==> config.mk <==
export PLATFORM = sky130hd
export DESIGN_NAME = peak_result_streamer_flat
export DESIGN_NICKNAME = d
export VERILOG_FILES = /design/src/rtl/peak_result_streamer_pkg.sv /design/src/rtl/peak_result_streamer_if.sv /design/src/rtl/peak_result_streamer.sv /design/src/flat_wrapper.sv
export SDC_FILE = /design/constraint.sdc
export NUM_CORES = 1
export LEC_CHECK = 0
export ABC_CLOCK_PERIOD_IN_PS = 2900
export CORE_ASPECT_RATIO = 1.25
export CORE_MARGIN = 5
export CORE_UTILIZATION = 35
export CTS_BUF_LIST = sky130_fd_sc_hd__clkbuf_4 sky130_fd_sc_hd__clkbuf_8
export DETAILED_ROUTE_END_ITERATION = 6
export PLACE_DENSITY_LB_ADDON = 0.05
export SYNTH_ARGS = -nofsm -noshare
export SYNTH_HDL_FRONTEND = slang
export SYNTH_SLANG_ARGS = --single-unit
==> constraint.sdc <==
create_clock -name clk -period 2.9 [get_ports clk]
set_input_delay 0.725 -clock clk [delete_from_list [all_inputs] [get_ports clk]]
set_output_delay 0.725 -clock clk [all_outputs]
set_load 0.02 [all_outputs]
==> src/rtl/peak_result_streamer_pkg.sv <==
// Shared types and defaults for the peak result streamer.
// Defaults match the histogram/peak detector geometry.
package peak_result_streamer_pkg;

    localparam int NP_DEF        = 8;
    localparam int PIXEL_NUM_DEF = 4;
    localparam int FID_W_DEF     = 8;

    typedef enum logic {
        ST_IDLE,
        ST_STREAM
    } state_t;

    function automatic int pix_w(input int n);
        return (n > 1) ? $clog2(n) : 1;
    endfunction

endpackage

==> src/rtl/peak_result_streamer_if.sv <==
// Per-pixel result beat stream with valid/ready handshake.
// Master drives the beat fields, slave drives ready.
interface peak_result_streamer_if
    import peak_result_streamer_pkg::*;
#(
    parameter int NP    = NP_DEF,
    parameter int PIX_W = pix_w(PIXEL_NUM_DEF),
    parameter int FID_W = FID_W_DEF
);

    logic             valid;
    logic             ready;
    logic [PIX_W-1:0] pixel;
    logic [NP-1:0]    tof;
    logic             nohit;
    logic             sof;
    logic             eof;
    logic [FID_W-1:0] frame_id;

    modport master (
        output valid,
        output pixel,
        output tof,
        output nohit,
        output sof,
        output eof,
        output frame_id,
        input  ready
    );

    modport slave (
        input  valid,
        input  pixel,
        input  tof,
        input  nohit,
        input  sof,
        input  eof,
        input  frame_id,
        output ready
    );

endinterface

==> src/rtl/peak_result_streamer.sv <==
// Captures the packed peak vector per frame and streams it one
// pixel per beat; one active and one pending frame, overruns dropped.
module peak_result_streamer
    import peak_result_streamer_pkg::*;
#(
    parameter int NP        = NP_DEF,
    parameter int PIXEL_NUM = PIXEL_NUM_DEF,
    parameter int FID_W     = FID_W_DEF,
    parameter int PIX_W     = pix_w(PIXEL_NUM)
) (
    input  logic                    clk,
    input  logic                    res,
    input  logic                    frame_done,
    input  logic [NP*PIXEL_NUM-1:0] result,
    peak_result_streamer_if.master  m,
    output logic                    busy,
    output logic                    overrun,
    output logic [FID_W-1:0]        drop_cnt
);

    localparam int               RW   = NP * PIXEL_NUM;
    localparam logic [PIX_W-1:0] LAST = PIX_W'(PIXEL_NUM - 1);

    state_t           state;
    state_t           state_nxt;
    logic [RW-1:0]    act_buf;
    logic [RW-1:0]    pend_buf;
    logic             pend_full;
    logic [PIX_W-1:0] idx;
    logic [FID_W-1:0] fid_cnt;
    logic [FID_W-1:0] cur_fid;
    logic [NP-1:0]    tof_sel;

    logic streaming;
    logic xfer;
    logic last_xfer;
    logic load_act;
    logic act_from_pend;
    logic pend_load;
    logic pend_clear;
    logic drop;

    assign streaming = (state == ST_STREAM);
    assign xfer      = streaming && m.ready;
    assign last_xfer = xfer && (idx == LAST);

    always_ff @(posedge clk) begin
        if (res) begin
            state <= ST_IDLE;
        end else begin
            state <= state_nxt;
        end
    end

    always_comb begin
        state_nxt = state;
        case (state)
            ST_IDLE: begin
                if (frame_done) begin
                    state_nxt = ST_STREAM;
                end
            end
            ST_STREAM: begin
                if (last_xfer && !pend_full && !frame_done) begin
                    state_nxt = ST_IDLE;
                end
            end
            default: state_nxt = ST_IDLE;
        endcase
    end

    // A last-beat transfer frees the active slot in the same edge,
    // so a coincident frame_done is never counted as an overrun.
    always_comb begin
        act_from_pend = last_xfer && pend_full;
        load_act      = (!streaming && frame_done)
                      || (last_xfer && (pend_full || frame_done));
        pend_load     = streaming && frame_done
                      && ((last_xfer && pend_full)
                          || (!last_xfer && !pend_full));
        pend_clear    = last_xfer && pend_full && !frame_done;
        drop          = streaming && frame_done
                      && !last_xfer && pend_full;
    end

    always_ff @(posedge clk) begin
        if (res) begin
            act_buf   <= '0;
            pend_buf  <= '0;
            pend_full <= 1'b0;
            idx       <= '0;
            fid_cnt   <= '0;
            cur_fid   <= '0;
            overrun   <= 1'b0;
            drop_cnt  <= '0;
        end else begin
            if (load_act) begin
                act_buf <= act_from_pend ? pend_buf : result;
                idx     <= '0;
                cur_fid <= fid_cnt;
                fid_cnt <= fid_cnt + FID_W'(1);
            end else if (xfer) begin
                idx <= (idx == LAST) ? '0 : idx + PIX_W'(1);
            end

            if (pend_load) begin
                pend_buf  <= result;
                pend_full <= 1'b1;
            end else if (pend_clear) begin
                pend_full <= 1'b0;
            end

            if (drop) begin
                overrun <= 1'b1;
                if (drop_cnt != '1) begin
                    drop_cnt <= drop_cnt + FID_W'(1);
                end
            end
        end
    end

    assign tof_sel = act_buf[int'(idx)*NP +: NP];

    // Beat fields are forced to zero when idle so reset clears every output.
    always_comb begin
        m.valid    = streaming;
        busy       = streaming;
        m.pixel    = '0;
        m.tof      = '0;
        m.nohit    = 1'b0;
        m.sof      = 1'b0;
        m.eof      = 1'b0;
        m.frame_id = '0;
        if (streaming) begin
            m.pixel    = idx;
            m.tof      = tof_sel;
            m.nohit    = (tof_sel == '0);
            m.sof      = (idx == '0);
            m.eof      = (idx == LAST);
            m.frame_id = cur_fid;
        end
    end

endmodule

==> src/flat_wrapper.sv <==
// flat-port wrapper written by rule: the top's interface ports become plain ports
module peak_result_streamer_flat import peak_result_streamer_pkg::*;
#(
    parameter int NP        = NP_DEF,
    parameter int PIXEL_NUM = PIXEL_NUM_DEF,
    parameter int FID_W     = FID_W_DEF,
    parameter int PIX_W     = pix_w(PIXEL_NUM)
)
  (clk, res, frame_done, result, busy, overrun, drop_cnt, m_valid, m_pixel, m_tof, m_nohit, m_sof, m_eof, m_frame_id, m_ready);
  peak_result_streamer_if #(.NP(NP), .PIX_W(PIX_W), .FID_W(FID_W)) m_i ();
  input  logic clk;
  input  logic res;
  input  logic frame_done;
  input  logic [NP*PIXEL_NUM-1:0] result;
  output logic busy;
  output logic overrun;
  output logic [FID_W-1:0] drop_cnt;
  output wire logic [$bits(m_i.valid)-1:0] m_valid;
  output wire logic [$bits(m_i.pixel)-1:0] m_pixel;
  output wire logic [$bits(m_i.tof)-1:0] m_tof;
  output wire logic [$bits(m_i.nohit)-1:0] m_nohit;
  output wire logic [$bits(m_i.sof)-1:0] m_sof;
  output wire logic [$bits(m_i.eof)-1:0] m_eof;
  output wire logic [$bits(m_i.frame_id)-1:0] m_frame_id;
  input wire logic [$bits(m_i.ready)-1:0] m_ready;
  assign m_valid = m_i.valid;
  assign m_pixel = m_i.pixel;
  assign m_tof = m_i.tof;
  assign m_nohit = m_i.nohit;
  assign m_sof = m_i.sof;
  assign m_eof = m_i.eof;
  assign m_frame_id = m_i.frame_id;
  assign m_i.ready = m_ready;
  peak_result_streamer #(.NP(NP), .PIXEL_NUM(PIXEL_NUM), .FID_W(FID_W), .PIX_W(PIX_W)) u_core (.clk(clk), .res(res), .frame_done(frame_done), .result(result), .m(m_i), .busy(busy), .overrun(overrun), .drop_cnt(drop_cnt));
endmodule
## After elaboration in Yosys (flattened, before gate mapping)

Cells that the tools add are included.

| storage, ports and cells | value |
|---|---|
| word-level logic and storage cells | 54 |
| register bits | 93 |
| output and inout port bits | 32 |

| cells by class | value |
|---|---|
| equality and inequality tests | 2 |
| mux-type cells | 13 |
| bitwise gates (word level) | 1 |
| shifts and indexed selects | 1 |
| $add $sub $neg | 3 |
| reduce and logical (&&, ||, !) cells | 25 |

Operator list:

| cell | count |
|---|---|
| 2-to-1 mux 32 bit | 1 |
| variable part select 32 x 6 -> 8 bit | 1 |
| adder 8 x 1 -> 8 bit (second input constant) | 2 |
| 2-to-1 mux 8 bit | 2 |
| logical AND 1 bit | 13 |
| logical NOT 8 bit | 1 |
| != test 8 bit (second input constant) | 1 |
| 2-to-1 mux 1 bit | 7 |
| logical NOT 1 bit | 4 |
| 2-to-1 mux 2 bit | 2 |
| logical OR 1 bit | 3 |
| adder 2 x 1 -> 2 bit (second input constant) | 1 |
| equality test 2 bit (second input constant) | 1 |
| logical NOT 2 bit | 1 |
| one-hot mux 1 bit (2 select lines) | 1 |
| AND reduction 2 bit | 1 |
| nonzero test 2 bit | 1 |
| OR reduction 2 bit | 1 |
| inverter 1 bit | 1 |

## Longest topological paths before layout

Gate-level depths: netlist of the first run.

| logic depth | value |
|---|---|
| word-level depth | 7 |
| mapped depth | 9 |
| gate-level depth less buffers | 7 |

## Least setup slack after synthesis of the first run

Ideal clock, no wire load.

| timing | value |
|---|---|
| path type | flip-flop to output port |
| start | register u_core.idx[0] |
| end | output port m_nohit |
| slack | 0.481 ns |
| path buffers | 1 |
| arrival time | 1.694 ns |
| stages on the path, launching flop included | 5 |
| path through | dfxtp_1 buf_2 mux4_2 nor3_1 and4_1 |

| between the ends | value |
|---|---|
| word-level cells in the longest chain between the ends | 3 |

Ends and longest elaborated chain:

| what | line | text |
|---|---|---|
| start, declared | peak_result_streamer.sv:29 | `logic [PIX_W-1:0] idx;` |
| start signal, assigned | peak_result_streamer.sv:103 | `idx <= (idx == LAST) ? '0 : idx + PIX_W'(1);` |
| variable part select 32 x 6 -> 8 bit | peak_result_streamer.sv:122 | `assign tof_sel = act_buf[int'(idx)*NP +: NP];` |
| logical NOT 8 bit | peak_result_streamer.sv:137 | `m.nohit = (tof_sel == '0);` |
| 2-to-1 mux 1 bit | peak_result_streamer.sv:134 | `if (streaming) begin` |
| end, declared | flat_wrapper.sv:21 | `output wire logic [$bits(m_i.nohit)-1:0] m_nohit;` |

No other way between the ends.

## Final worst setup path of the first run

Ends and elaborated chain as after synthesis.

==> results of run 1 <==
## cells by family (layout without fill, tap and decap cells)
family	after synthesis	in the layout	share of synthesized area (%)
AND/OR/NAND/NOR	192	192	21.1
AO/OA/AOI/OAI	93	93	13.7
flip-flops	93	93	45.2
buffers and inverters	45	107	4.34
multiplexers	44	44	12.9
XOR/XNOR	6	6	1.28
adder cells (fa/ha/maj)	5	5	1.52
## registers in the layout, indices dropped and copies added (netlist names)
register and cells:
u_core.pend_full 1, u_core.idx 2, u_core.fid_cnt 8, u_core.busy 1
u_core.act_buf 32, u_core.overrun 1, u_core.drop_cnt 8, u_core.cur_fid 8
u_core.pend_buf 32
## final timing paths
check	startpoint	endpoint	slack (ps)	cells past startpoint
max	u_core.idx[0]$_SDFFE_PP0P_	m_nohit	90	5
min	u_core.cur_fid[3]$_SDFFE_PP0P_	u_core.cur_fid[3]$_SDFFE_PP0P_	460	2
max reg2reg	u_core.idx[1]$_SDFFE_PP0P_	u_core.fid_cnt[7]$_SDFFE_PP0P_	760	6
min reg2reg	u_core.cur_fid[3]$_SDFFE_PP0P_	u_core.cur_fid[3]$_SDFFE_PP0P_	460	2
## cell usage after synthesis (2+ instances only)
master / instances
sky130_fd_sc_hd__nand3b_1: 2
sky130_fd_sc_hd__nor2b_1: 3
sky130_fd_sc_hd__buf_1: 3
sky130_fd_sc_hd__and4_1: 4
sky130_fd_sc_hd__and3_1: 2
sky130_fd_sc_hd__ha_1: 5
sky130_fd_sc_hd__clkbuf_1: 28
sky130_fd_sc_hd__xnor2_1: 6
sky130_fd_sc_hd__dfxtp_1: 93
sky130_fd_sc_hd__mux2i_1: 35
sky130_fd_sc_hd__a21oi_1: 51
sky130_fd_sc_hd__o31ai_1: 3
sky130_fd_sc_hd__mux4_2: 7
sky130_fd_sc_hd__nor3_1: 7
sky130_fd_sc_hd__nor4_1: 4
sky130_fd_sc_hd__buf_2: 5
sky130_fd_sc_hd__nand2_1: 90
sky130_fd_sc_hd__a211oi_1: 32
sky130_fd_sc_hd__inv_1: 8
sky130_fd_sc_hd__nand3_1: 4
sky130_fd_sc_hd__and2_1: 20
sky130_fd_sc_hd__or4_1: 4
sky130_fd_sc_hd__nand4_1: 2
sky130_fd_sc_hd__o21ai_0: 3
sky130_fd_sc_hd__nor2_1: 46
## what timing repair did
action	in CTS	in global routing
hold endpoints to repair	0	0
cloned	0	0
gates resized for setup	8	10
endpoints found under the setup margin	5	5
pin swaps	0	1
## metrics by stage
step | std cells | util (%) | hold slack (ps)
2_1_floorplan | 478 | - | 432
3_3_place_gp | 662 | 43.5 | 440
3_5_place_dp | 662 | 43.5 | 443
4_1_cts | 678 | 45.3 | 457
5_1_grt | 678 | 45.5 | 473
6_report | 678 | 45.5 | 455
## power groups by stage
stage	registers (mW)	logic (mW)	clock network [mW]
6_report	1.38	0.342	0.909
5_1_grt	1.39	0.382	0.991
4_1_cts	1.38	0.342	0.946
3_5_place_dp	1.41	0.343	0
3_3_place_gp	1.41	0.339	0
2_1_floorplan	1.40	0.195	0
## metal layers
metal	vias up	track usage (%)	part of all wire (%)
li1	1771	-	-
met1	1552	19.2	47
met2	71	23.8	47
met3	13	2.40	3.9
met4	0	6.68	2.0
met5	-	0	0
## layout make-up
| type | count | area, µm² |
|---|---|---|
| Inverter | 8 | 30.0 |
| Sequential cell | 93 | 1860 |
| Clock inverter | 5 | 58.8 |
| Tap cell | 138 | 173 |
| Multi-Input combinational cell | 340 | 2110 |
| Clock buffer | 11 | 151 |
| Timing Repair Buffer | 83 | 876 |
| Fill cell | 1172 | 6300 |
## critical path: stages, from the launching register on
cell	delay, ps
sky130_fd_sc_hd__dfxtp_2	360
sky130_fd_sc_hd__buf_12	140
sky130_fd_sc_hd__mux4_2	530
sky130_fd_sc_hd__nor4_4	290
sky130_fd_sc_hd__and4_4	270
sky130_fd_sc_hd__buf_4	140
==> flow_metrics.tcl, run 1 <==
set metrics [dict create \
    die_y_um 131 \
    fraction_of_the_yosys_area_taken_by_sequential_cells_pct 45.2 \
    synthesis.yosys.warnings 0 \
    post-synth-top-area-fraction_pct 45.2 \
    pin_count 68 \
    core-area_mm2 0.0116 \
    detailedRoute.firstPassIterationCount 4 \
    grt_start_max_net_pins 81 \
    final_antenna_net_count 0 \
    postPlaceCellArea_mm2 0.00503 \
    irDropWorstVdd_v 0.000237 \
    grt_antenna_before_repair 0 \
    share_comb_of_total_power_pct 13.0 \
    timing.max_slew.rel_slack_pct 71.3 \
    vias_per_cell 5.03 \
    rsz0062_at_grt "false" \
    sw_frac_of_total_pct 25.8 \
    outcome "completed" \
    period_share_pct 96.8 \
    drt_drc_violations_left 0 \
    floorplan.die_area_mm2 0.0141 \
    routed_wire_length_per_instance_um 14.8 \
    maxCapViolCount 0 \
    port-buffer-count 67 \
    final_setup_fails 0 \
    root_buffer "sky130_fd_sc_hd__clkbuf_8" \
    power_density_mw_per_mm2 500 \
    fmax_ghz 0.356 \
    hpwl_um 6810 \
    via_total_after_detailed_routing 3407 \
    fp-row-count 44 \
    clock_latency_ps 360 \
    grt_first_pass_wirelength_um 16800 \
    synthesis.area_per_instance_um2 8.62 \
    synth_enable_flop_cells 0 \
    slew_violations 0 \
    required_time_at_the_worst_slack_endpoint_ps 2170 \
    switchingPower_mw 0.680 \
    clock_tree.htree_level_count 3 \
    clkSlewWorstSetupHoldPaths_ps 90 \
    gp_routability_congestion 0.786 \
    floorplan.initialDensity_pct 35.6 \
    criticalPathCategory "register to output port" \
    cp.arrival_ps 2080 \
    async_s_r_ff_share_synth_pct 0 \
    hold_class "register to register" \
    antennaDiodeCount 0 \
    fin_skew_ps 9.39 \
    worst_setup_path_end_kind "output port" \
    synthDistinctLibCells 36 \
    grt.overflow.total 0 \
    postLayoutSetupSlackWorst_ps 92.1 \
    seq_power_share_pct 52.5 \
    drive_gt1_share_pct 9.07 \
    grt_pass1_vias 3276 \
    flow.area_growth_from_synthesis_pct 27.7 \
    syn-num-nets 519 \
    start_kind "register" \
    synthTopCellsByArea "sky130_fd_sc_hd__dfxtp_1 (45%), sky130_fd_sc_hd__mux2i_1 (8.5%), sky130_fd_sc_hd__nand2_1 (8.2%)" \
    drtIter0Drc 138 \
    cts_inserted_buffers 9 \
    quantity_of_hold_fixing_buffers_added_after_cts 0 \
    layout_common_cells "sky130_fd_sc_hd__dfxtp_1 (91), sky130_fd_sc_hd__nand2_1 (89), sky130_fd_sc_hd__clkdlybuf4s50_1 (57), sky130_fd_sc_hd__a21oi_1 (51), sky130_fd_sc_hd__nor2_1 (45)" \
    finalNetCount 576 \
    chipWidth_um 107 \
    design_area_mm2 0.00526 \
    least_margin_pin_slew_ps 429 \
    totalPowerFinal_mw 2.63 \
    pre_cts_ws_ps -34.6 \
    setup-tns-final_ps 0 \
    post_synth_instance_area_mm2 0.00412 \
    clock_tree.buffer_depth 2 \
    p_int_mw 1.95 \
    worst-path-max-fanout 8 \
    cts.repair_timing.setup_buffer_count 0 \
    post_synth_inst_count 478 \
    static-leakage-power_nw 2.14 \
    synth_top_cell_by_area "sky130_fd_sc_hd__dfxtp_1" \
    post_synthesis_register_bit_count 93 \
    timing.final.crit_period_ps 2810 \
    postRouteWirelength_um 10100 \
    clock_sinks 93 \
    dominantRegCellSynth "sky130_fd_sc_hd__dfxtp_1" \
    grtUsageTotal_pct 14.7 \
    clock_power_share_pct 34.5 \
    final_common_cell "sky130_fd_sc_hd__dfxtp_1" \
    tritoncts "built" \
    final-hold-violation-count 0 \
]
(Power assumes the default switching activity.)
==> inputs of run 2 (changes only) <==
- MAX_ROUTING_LAYER: default -> met4
==> flow_metrics.tcl, run 2 (synthesis gave the netlist of run 1 again) <==
set metrics [dict create \
    outcome "completed" \
    irDropWorstVdd_v 0.000237 \
    routed_wire_length_per_instance_um 14.9 \
    floorplan.initialDensity_pct 35.6 \
    totalPowerFinal_mw 2.64 \
    p_int_mw 1.95 \
    flow.area_growth_from_synthesis_pct 27.6 \
    layout.core_utilization_pct 45.5 \
    clock_tree.htree_level_count 3 \
    tritoncts "built" \
    clock_sinks 93 \
    grt_antenna_before_repair 0 \
    worst-path-max-fanout 8 \
    cp.arrival_ps 2110 \
    drt_drc_violations_left 0 \
    hold_class "register to register" \
    chipWidth_um 107 \
    slew_violations 0 \
    fmax_ghz 0.353 \
    grt_start_max_net_pins 81 \
    grt_first_pass_wirelength_um 16800 \
    drtIter0Drc 166 \
    floorplan.die_area_mm2 0.0141 \
    power_density_mw_per_mm2 501 \
    rsz0062_at_grt "false" \
    static-leakage-power_nw 2.12 \
    detailedRoute.firstPassIterationCount 4 \
    start_kind "register" \
    timing.max_slew.rel_slack_pct 71.1 \
    pre_cts_ws_ps -34.6 \
    cts.repair_timing.setup_buffer_count 0 \
    fillerInstances 1172 \
    criticalPathCategory "register to output port" \
    final_common_cell "sky130_fd_sc_hd__dfxtp_1" \
    grt.overflow.total 0 \
    fp-row-count 44 \
    maxCapViolCount 0 \
    drive_gt1_share_pct 9.07 \
    grt_pass1_vias 3271 \
    clock_tree.buffer_depth 2 \
    vias_per_cell 5.05 \
    antennaDiodeCount 0 \
    setup-tns-final_ps 0 \
    postRouteWirelength_um 10100 \
    core-area_mm2 0.0116 \
    hpwl_um 6810 \
    largestRegisters "u_core.act_buf (32), u_core.pend_buf (32)" \
    period_share_pct 97.6 \
    worst_hold_slack_ps 455 \
    die_y_um 131 \
    final_setup_fails 0 \
    clock_latency_ps 360 \
    clkSlewWorstSetupHoldPaths_ps 90 \
    via_total_after_detailed_routing 3424 \
    port-buffer-count 67 \
    postLayoutSetupSlackWorst_ps 68.6 \
    clock_power_share_pct 34.6 \
    gp_routability_congestion 0.797 \
    seq_power_share_pct 52.4 \
    final_antenna_net_count 0 \
    cts_inserted_buffers 9 \
    worst_setup_path_end_kind "output port" \
    share_comb_of_total_power_pct 13.0 \
    sw_frac_of_total_pct 25.9 \
    root_buffer "sky130_fd_sc_hd__clkbuf_8" \
    least_margin_pin_slew_ps 433 \
    finalNetCount 576 \
    pin_count 68 \
    final-hold-violation-count 0 \
    switchingPower_mw 0.683 \
    timing.final.crit_period_ps 2830 \
    fin_skew_ps 9.16 \
    required_time_at_the_worst_slack_endpoint_ps 2170 \
    grtUsageTotal_pct 15.1 \
    layout_common_cells "sky130_fd_sc_hd__dfxtp_1 (91), sky130_fd_sc_hd__nand2_1 (89), sky130_fd_sc_hd__clkdlybuf4s50_1 (58), sky130_fd_sc_hd__a21oi_1 (51), sky130_fd_sc_hd__nor2_1 (45)" \
]
[run 2: timing repair]
| action | CTS | global route |
|---|---|---|
| endpoints found under the hold margin | 0 | 0 |
| setup endpoints to repair | 5 | 5 |
| hold buffers | 0 | 0 |
| pin swaps | 0 | 1 |
| resized for setup | 8 | 9 |
[run 2: path summary, 6_finish.rpt]
check | to | depth (start not counted) | slack [ps] | from
worst max register to register | u_core.fid_cnt[7]$_SDFFE_PP0P_ | 6 | 770 | u_core.idx[1]$_SDFFE_PP0P_
worst max-delay path | m_tof[6] | 4 | 70 | u_core.idx[0]$_SDFFE_PP0P_
worst min register to register | u_core.cur_fid[3]$_SDFFE_PP0P_ | 2 | 460 | u_core.cur_fid[3]$_SDFFE_PP0P_
worst min-delay path | u_core.cur_fid[3]$_SDFFE_PP0P_ | 2 | 460 | u_core.cur_fid[3]$_SDFFE_PP0P_
[run 2: area by class of cell]
cell class                      count  area [µm²]  share of cell area, %
Inverter                            8        30.0                  0.571
Sequential cell                    93        1860                   35.5
Multi-Input combinational cell    340        2110                   40.1
Clock inverter                      5        58.8                   1.12
Timing Repair Buffer               83         873                   16.6
Tap cell                          138         173                   3.28
Clock buffer                       11         151                   2.88
[run 2: metal layers]
metal	routed length (µm)	global-route usage [%]	vias up
li1	-	-	1767
met1	4720	19.3	1573
met2	4800	23.8	71
met3	356	2.16	13
met4	199	6.68	0
met5	0	-	-
[run 2: power by group through the flow]
stage | Clock, mW | Combinational (mW) | Sequential (mW)
floorplan | 0 | 0.195 | 1.40
global placement | 0 | 0.339 | 1.41
detailed placement | 0 | 0.343 | 1.41
CTS | 0.946 | 0.342 | 1.38
global route | 0.989 | 0.382 | 1.39
finish | 0.912 | 0.343 | 1.38
[run 2: critical path, stage by stage, from the launching register on]
cell and delay (ps):
sky130_fd_sc_hd__dfxtp_2 360, sky130_fd_sc_hd__buf_12 140, sky130_fd_sc_hd__mux4_2 510, sky130_fd_sc_hd__and2_1 200, sky130_fd_sc_hd__clkdlybuf4s50_1 540
[run 2: metrics by stage]
step	cell area, µm²	instances
2_1_floorplan	4120	478
3_3_place_gp	5030	662
3_5_place_dp	5030	662
4_1_cts	5240	678
5_1_grt	5260	678
6_report	5260	678
